==> src/rtl/wave_burst_if.sv <==
// Handshake and data bundle between the host/prescaler side and the
// waveform playback controller.
interface wave_burst_if #(
    parameter int ADDR_W = 8,
    parameter int CNT_W  = 8
);
    logic              start;
    logic              stop;
    logic [ADDR_W-1:0] wave_len;
    logic [CNT_W-1:0]  burst_cnt;
    logic              pre_t;
    logic              pre_en;
    logic              pre_clr;
    logic [ADDR_W-1:0] addr;
    logic              addr_valid;
    logic              busy;
    logic              done;
    logic              aborted;
    logic [CNT_W-1:0]  pass_cnt;

    modport master (
        output start, stop, wave_len, burst_cnt, pre_t,
        input  pre_en, pre_clr, addr, addr_valid, busy, done, aborted, pass_cnt
    );

    modport slave (
        input  start, stop, wave_len, burst_cnt, pre_t,
        output pre_en, pre_clr, addr, addr_valid, busy, done, aborted, pass_cnt
    );
endinterface

==> src/rtl/wave_burst_ctrl.sv <==
// Waveform playback controller: arms the prescaler, steps the sample address
// on each prescaler carry and repeats the pass a programmed number of times.
module wave_burst_ctrl #(
    parameter int ADDR_W = 8,
    parameter int CNT_W  = 8
) (
    input  logic         clk,
    input  logic         rst_n,
    wave_burst_if.slave  bus
);

    typedef enum logic [1:0] {
        ST_IDLE = 2'd0,
        ST_ARM  = 2'd1,
        ST_RUN  = 2'd2,
        ST_DONE = 2'd3
    } state_t;

    state_t            state_r, state_s;
    logic [ADDR_W-1:0] addr_r, addr_s;
    logic [ADDR_W-1:0] len_r, len_s;
    logic [CNT_W-1:0]  pass_r, pass_s, pass_inc_s;
    logic [CNT_W-1:0]  burst_r, burst_s;
    logic              aborted_r, aborted_s;
    logic              pre_en_r, pre_clr_r, addr_valid_r, busy_r, done_r;

    // Next-state and next-datapath decode; stop outranks a coincident carry.
    always_comb begin
        state_s    = state_r;
        addr_s     = addr_r;
        pass_s     = pass_r;
        aborted_s  = aborted_r;
        len_s      = len_r;
        burst_s    = burst_r;
        pass_inc_s = pass_r + {{(CNT_W-1){1'b0}}, 1'b1};
        case (state_r)
            ST_IDLE: begin
                if (bus.start && !bus.stop) begin
                    state_s   = ST_ARM;
                    len_s     = bus.wave_len;
                    burst_s   = bus.burst_cnt;
                    addr_s    = {ADDR_W{1'b0}};
                    pass_s    = {CNT_W{1'b0}};
                    aborted_s = 1'b0;
                end else begin
                    state_s = ST_IDLE;
                end
            end
            ST_ARM: begin
                if (bus.stop) begin
                    state_s   = ST_DONE;
                    aborted_s = 1'b1;
                end else begin
                    state_s = ST_RUN;
                end
            end
            ST_RUN: begin
                if (bus.stop) begin
                    state_s   = ST_DONE;
                    aborted_s = 1'b1;
                    addr_s    = {ADDR_W{1'b0}};
                end else if (bus.pre_t) begin
                    if (addr_r == len_r) begin
                        addr_s = {ADDR_W{1'b0}};
                        pass_s = pass_inc_s;
                        if ((burst_r != {CNT_W{1'b0}}) && (pass_inc_s == burst_r)) begin
                            state_s   = ST_DONE;
                            aborted_s = 1'b0;
                        end else begin
                            state_s = ST_RUN;
                        end
                    end else begin
                        addr_s = addr_r + {{(ADDR_W-1){1'b0}}, 1'b1};
                    end
                end else begin
                    state_s = ST_RUN;
                end
            end
            ST_DONE: begin
                state_s = ST_IDLE;
            end
            default: begin
                state_s = ST_IDLE;
            end
        endcase
    end

    // State, datapath and output flops; outputs are decoded from the next
    // state so every output comes straight from a register.
    always_ff @(posedge clk or negedge rst_n) begin
        if (!rst_n) begin
            state_r      <= ST_IDLE;
            addr_r       <= {ADDR_W{1'b0}};
            len_r        <= {ADDR_W{1'b0}};
            pass_r       <= {CNT_W{1'b0}};
            burst_r      <= {CNT_W{1'b0}};
            aborted_r    <= 1'b0;
            pre_en_r     <= 1'b0;
            pre_clr_r    <= 1'b0;
            addr_valid_r <= 1'b0;
            busy_r       <= 1'b0;
            done_r       <= 1'b0;
        end else begin
            state_r      <= state_s;
            addr_r       <= addr_s;
            len_r        <= len_s;
            pass_r       <= pass_s;
            burst_r      <= burst_s;
            aborted_r    <= aborted_s;
            pre_en_r     <= (state_s == ST_RUN);
            pre_clr_r    <= (state_s == ST_ARM) || (state_s == ST_DONE);
            addr_valid_r <= (state_s == ST_RUN);
            busy_r       <= (state_s != ST_IDLE);
            done_r       <= (state_s == ST_DONE);
        end
    end

    assign bus.pre_en     = pre_en_r;
    assign bus.pre_clr    = pre_clr_r;
    assign bus.addr       = addr_r;
    assign bus.addr_valid = addr_valid_r;
    assign bus.busy       = busy_r;
    assign bus.done       = done_r;
    assign bus.aborted    = aborted_r;
    assign bus.pass_cnt   = pass_r;

endmodule

==> src/flat_wrapper.sv <==
// flat-port wrapper written by rule: the top's interface ports become plain ports
module wave_burst_ctrl_flat 
#(
    parameter int ADDR_W = 8,
    parameter int CNT_W  = 8
)
  (clk, rst_n, bus_start, bus_stop, bus_wave_len, bus_burst_cnt, bus_pre_t, bus_pre_en, bus_pre_clr, bus_addr, bus_addr_valid, bus_busy, bus_done, bus_aborted, bus_pass_cnt);
  wave_burst_if #(.ADDR_W(ADDR_W), .CNT_W(CNT_W)) bus_i ();
  input  logic clk;
  input  logic rst_n;
  input wire logic [$bits(bus_i.start)-1:0] bus_start;
  input wire logic [$bits(bus_i.stop)-1:0] bus_stop;
  input wire logic [$bits(bus_i.wave_len)-1:0] bus_wave_len;
  input wire logic [$bits(bus_i.burst_cnt)-1:0] bus_burst_cnt;
  input wire logic [$bits(bus_i.pre_t)-1:0] bus_pre_t;
  output wire logic [$bits(bus_i.pre_en)-1:0] bus_pre_en;
  output wire logic [$bits(bus_i.pre_clr)-1:0] bus_pre_clr;
  output wire logic [$bits(bus_i.addr)-1:0] bus_addr;
  output wire logic [$bits(bus_i.addr_valid)-1:0] bus_addr_valid;
  output wire logic [$bits(bus_i.busy)-1:0] bus_busy;
  output wire logic [$bits(bus_i.done)-1:0] bus_done;
  output wire logic [$bits(bus_i.aborted)-1:0] bus_aborted;
  output wire logic [$bits(bus_i.pass_cnt)-1:0] bus_pass_cnt;
  assign bus_i.start = bus_start;
  assign bus_i.stop = bus_stop;
  assign bus_i.wave_len = bus_wave_len;
  assign bus_i.burst_cnt = bus_burst_cnt;
  assign bus_i.pre_t = bus_pre_t;
  assign bus_pre_en = bus_i.pre_en;
  assign bus_pre_clr = bus_i.pre_clr;
  assign bus_addr = bus_i.addr;
  assign bus_addr_valid = bus_i.addr_valid;
  assign bus_busy = bus_i.busy;
  assign bus_done = bus_i.done;
  assign bus_aborted = bus_i.aborted;
  assign bus_pass_cnt = bus_i.pass_cnt;
  wave_burst_ctrl #(.ADDR_W(ADDR_W), .CNT_W(CNT_W)) u_core (.clk(clk), .rst_n(rst_n), .bus(bus_i));
endmodule
==> config.mk <==
export PLATFORM = sky130hd
export DESIGN_NAME = wave_burst_ctrl_flat
export DESIGN_NICKNAME = d
export VERILOG_FILES = /design/src/rtl/wave_burst_if.sv /design/src/rtl/wave_burst_ctrl.sv /design/src/flat_wrapper.sv
export SDC_FILE = /design/constraint.sdc
export NUM_CORES = 1
export LEC_CHECK = 0
export ABC_CLOCK_PERIOD_IN_PS = 3300
export CAP_MARGIN = 20
export CORE_MARGIN = 10
export CORE_UTILIZATION = 40
export CTS_CLUSTER_DIAMETER = 100
export DETAILED_ROUTE_END_ITERATION = 10
export PLACE_DENSITY = 0.65
export SLEW_MARGIN = 20
export SYNTH_ARGS = -nofsm -noshare
export SYNTH_HDL_FRONTEND = slang
export SYNTH_SLANG_ARGS = --single-unit
==> constraint.sdc <==
create_clock -name clk -period 3.3 [get_ports clk]
set_clock_uncertainty 0.2 [all_clocks]
set_input_delay 0.825 -clock clk [delete_from_list [all_inputs] [get_ports clk]]
set_output_delay 0.825 -clock clk [all_outputs]
set_load 0.02 [all_outputs]
## Word-level counts from Yosys, hierarchy flattened

Index checks and enable logic that the tools add are counted.

| storage, ports and cells | value |
|---|---|
| word-level logic and storage cells | 64 |
| input bits | 21 |
| register bits | 39 |
| output and inout bits | 22 |

| cells by class | value |
|---|---|
| $add $sub $neg | 2 |
| equality and inequality tests | 16 |
| multiplexer cells | 23 |
| reductions and logical operators | 13 |

Operators by type and width:

| kind | count |
|---|---|
| $mux 8 | 7 |
| $pmux 8 s2 | 2 |
| $add 8x1->8 const B | 2 |
| $eq 8x8->1 | 2 |
| $mux 1 | 9 |
| $eq 2x2->1 const B | 4 |
| $pmux 2 s4 | 1 |
| $reduce_bool 8->1 | 1 |
| $mux 2 | 3 |
| $ne 2x2->1 const B | 3 |
| $ne 3x2->1 const B | 2 |
| $reduce_and 6->1 | 1 |
| $reduce_and 5->1 | 1 |
| $eq 2x1->1 const B | 2 |
| $ne 2x1->1 const B | 2 |
| $reduce_bool 2->1 | 2 |
| $ne 3x3->1 const B | 1 |
| $pmux 1 s3 | 1 |
| $reduce_and 3->1 | 1 |
| $reduce_bool 3->1 | 1 |
| $logic_and 1x1->1 | 2 |
| $logic_not 2->1 | 1 |
| $reduce_and 2->1 | 1 |
| $logic_not 1->1 | 1 |
| $logic_or 1x1->1 | 1 |

## Depth between registers and ports, before layout

| depth | value |
|---|---|
| depth after elaboration | 10 |
| depth in mapped cells | 9 |
| gate-level depth less buffers | 8 |

## Least setup slack after synthesis

No wires, ideal clock.

| timing path | value |
|---|---|
| kind | input to register |
| start | in bus_stop |
| end | reg u_core.addr_r[5] (netlist: u_core.bus.addr[5]) |
| library setup time | 125 ps |
| cell stages on the path | 6 |
| data required time | 2975 ps |
| path slack | 1017 ps |
| data arrival time | 1958 ps |
| buffers on the path | 0 |
| path through | nand2b_1 > a221oi_4 > and4_1 > nand3_1 > xor2_1 > nor2_1 |

| on the way | value |
|---|---|
| longest elaborated chain between the ends | 4 |
| elaborated cells on any way between the ends | 7 |
| classes of those cells | 2 x eq/ne; 2 x mux; 3 x reduce/logical |

Ends and longest elaborated chain:

| item | line | source |
|---|---|---|
| start: declaration | flat_wrapper.sv:12 | `input wire logic [$bits(bus_i.stop)-1:0] bus_stop;` |
| $logic_not 1->1 | wave_burst_ctrl.sv:38 | `if (bus.start && !bus.stop) begin` |
| $logic_and 1x1->1 | wave_burst_ctrl.sv:38 |  |
| $ne 2x1->1 (no line) | - |  |
| $reduce_and 3->1 (no line) | - |  |
| end signal: assignment | wave_burst_ctrl.sv:93 | `addr_r <= {ADDR_W{1'b0}};` |
| end signal: assignment | wave_burst_ctrl.sv:105 | `addr_r <= addr_s;` |
| end: declaration | wave_burst_ctrl.sv:20 | `logic [ADDR_W-1:0] addr_r, addr_s;` |

Parallel ways exist; a longest one is shown, timed or not.
A chain may end at the register's enable or synchronous reset.

## Worst setup path after layout

| timing path | value |
|---|---|
| start | reg u_core.pass_r[3] (netlist: u_core.bus.pass_cnt[3]) |
| end | out bus_pass_cnt[3] |

RTL lines:

| item | line | source |
|---|---|---|
| start: declaration | wave_burst_ctrl.sv:22 | `logic [CNT_W-1:0] pass_r, pass_s, pass_inc_s;` |
| start signal: assignment | wave_burst_ctrl.sv:95 | `pass_r <= {CNT_W{1'b0}};` |
| start signal: assignment | wave_burst_ctrl.sv:107 | `pass_r <= pass_s;` |
| end: declaration | flat_wrapper.sv:23 | `output wire logic [$bits(bus_i.pass_cnt)-1:0] bus_pass_cnt;` |

No word-level cell between the ends.

==> impl_metrics.toml <==
[grt]
grt_pass1_vias = 1648
grt_use_total = 0.115
grt_pass1_wl_um = 8020
grt_max_degree = 39
antenna_found_initial = 0
grt_overflow = 0

[synthesis]
synth_common_cells = "38 x dfrtp_1, 19 x xor2_1, 17 x nor2_1"
synth.distinct_cells = 38
synth-seq-cells = 38
synth-main-ff-cell = "dfrtp_1"
yosys_warnings = 0
synth_edf_count = 0
synth_cells = 195
syn_nets = 222
post-synth-top-count-cell = "dfrtp_1"
yosysTopAreaCellShare = 0.461
synthArstFlopShare = 1.00
ys_seq_area_frac = 0.461
syn_area_per_cell_um2 = 10.6
yosysTopAreaCell = "dfrtp_1"
synth_area_um2 = 2060
synth.area.top_cells = "dfrtp_1 46%, xor2_1 8.1%, mux2_2 5.5%"

[pwr]
power.density_nw_per_um2 = 702
swShare = 0.357
p_switching_mw = 0.667
seqPwrFrac = 0.388
power_frac_clock = 0.211
peakVddDrop_mv = 0.327
power_frac_comb = 0.401
p_int_mw = 1.20
power.leakage_nw = 1.14

[drt]
drcViolationCount = 0
detail-route-antenna-nets = 0
via_per_inst = 5.03
vias = 1568
wl_met2_um = 2060
routed_wl_um = 4540
wl_per_cell_um = 14.6
first_pass_iters = 4
wl_met1_um = 2160
routed.top_layer = "met4"
dr_wl_met3_um = 260
drtIter0Drc = 58

[cts]
clk_pin_slew_ns = 0.07
clk_path_buf_depth = 2
postCtsSetupRepairBufs = 0
clock_latency_ns = 0.30
cts_buffers = 5
cts_hold_buffers = 0
cts_max_level = 2
cts_tree = "done"
clock-sinks = 38
post_cts_resized = 0
cts_root_buf = "clkbuf_8"

[critical_path]
crit_buf_inv = 1
required_ns = 2.27
setup.worst_path.start_class = "flip-flop"
crit_slowest_cell = "clkdlybuf4s50_1"
crit_arrival_ns = 1.55
critPathKind = "reg -> out"
critPathMaxFanout = 11
worstPathCellList = "clkdlybuf4s50_1"
end_kind = "primary output"
max_stage_delay_ns = 0.68
cp_top_family = "buffers and inverters"

[sta]
period_minus_slack_ns = 2.57
post-route-period-util = 0.779
report.final.slew_viol_count = 0
worstMarginPinSlew_ns = 0.847
setup_viol = 0
rsz0062_at_grt = "no"
hold_viol_final = 0
whs_ns = 0.317
max-slew-margin-rel = 0.435
tns_ns = 0
fmax_mhz = 389

[finish]
area_growth_pct = 29.3
layout.nets = 268
drive_above_1_share = 0.107
utilization = 0.528
n_antenna_cell = 0
fin_cells = 312
fill_cells = 459

[floorplanning]
core_area_um2 = 5040
die-area_um2 = 8420
die_h_um = 91.8
start_util = 0.409
ioPinCount = 43
rows = 26
die_w_um = 91.8

[placement]
dp_hpwl_um = 3350
place_inst = 304
portBuffers = 42
gp_congestion = 0.817

[flow_run]
maxCapViolCount = 0

[status]
outcome = "finished clean"

[worst_hold_path]
hp-class = "reg -> reg"
==> cell type report <==
class,instances,area [um^2],area share
flip-flops and latches,38,951,0.357
clock buffers,5,68.8,0.0258
well taps,70,87.6,0.0329
multi-input cells,144,1050,0.395
clock inverters,3,40.0,0.0150
repair buffers,45,438,0.164
inverters,7,26.3,0.00986
==> power by group through the flow <==
stage	clock, mW	combinational [mW]	sequential, mW
final	0.394	0.750	0.726
after global routing	0.422	0.844	0.750
after detailed placement	0	0.760	0.738
after global placement	0	0.750	0.734
after CTS	0.403	0.762	0.728
after floorplan	0	0.518	0.746
==> routing by layer <==
metal,vias up,global-route usage
li1,776,-
met1,750,0.141
met2,36,0.182
met3,6,0.0440
met4,0,0.0347
met5,-,0
==> metrics by stage <==
stage               instance area, um^2  setup WS, ns  total power, mW
global route                       2660         0.591             2.02
floorplan                          2060          1.02             1.26
detailed placement                 2550         0.465             1.50
CTS                                2660         0.717             1.89
global placement                   2550         0.514             1.48
finish                             2660         0.729             1.87
==> worst paths after layout <==
kind | start | endpoint | slack, ns | cells past startpoint
setup / recovery | u_core.bus.pass_cnt[3] | bus_pass_cnt[3] | 0.73 | 1
hold / removal | u_core.len_r[3] | u_core.len_r[3] | 0.32 | 1
setup reg to reg | u_core.bus.pass_cnt[0] | u_core.bus.pre_en | 0.78 | 7
hold reg to reg | u_core.len_r[3] | u_core.len_r[3] | 0.32 | 1
max in group asynchronous | rst_n | u_core.bus.pass_cnt[1] | 1.93 | 1
min in group asynchronous | rst_n | u_core.len_r[7] | 0.43 | 1
==> state kept, by name, indices dropped and copies added, names as in the netlist, 8 cells and up <==
| register | cells |
|---|---|
| u_core.burst_r | 8 |
| u_core.bus.addr | 8 |
| u_core.bus.pass_cnt | 8 |
| u_core.len_r | 8 |
==> layout by cell type, fill, tap and decap left out, drive strengths merged, types with 3 or more instances in the layout <==
| master | netlist | routed |
|---|---|---|
| nor4 | 4 | 4 |
| xnor2 | 7 | 7 |
| xor2 | 19 | 19 |
| nand3 | 8 | 8 |
| ha | 6 | 6 |
| nand2b | 3 | 3 |
| buf | 3 | 4 |
| nand4 | 4 | 4 |
| clkdlybuf4s50 | 0 | 41 |
| a21oi | 5 | 5 |
| o21ai | 14 | 14 |
| nor2 | 17 | 17 |
| inv | 7 | 7 |
| nor2b | 5 | 5 |
| dfrtp | 38 | 38 |
| clkbuf | 3 | 5 |
| mux2 | 16 | 16 |
| nand2 | 12 | 12 |
==> cell families (layout without fill, tap and decap cells) <==
family,count (synthesis),count (layout),synth area share
simple gates,63,63,0.163
flops,38,38,0.461
compound gates,31,31,0.103
xor+xnor,26,26,0.111
mux,18,18,0.0971
buf+inv,13,60,0.0279
fa+ha+maj,6,6,0.0364
Power figures use the tool's default switching activity.
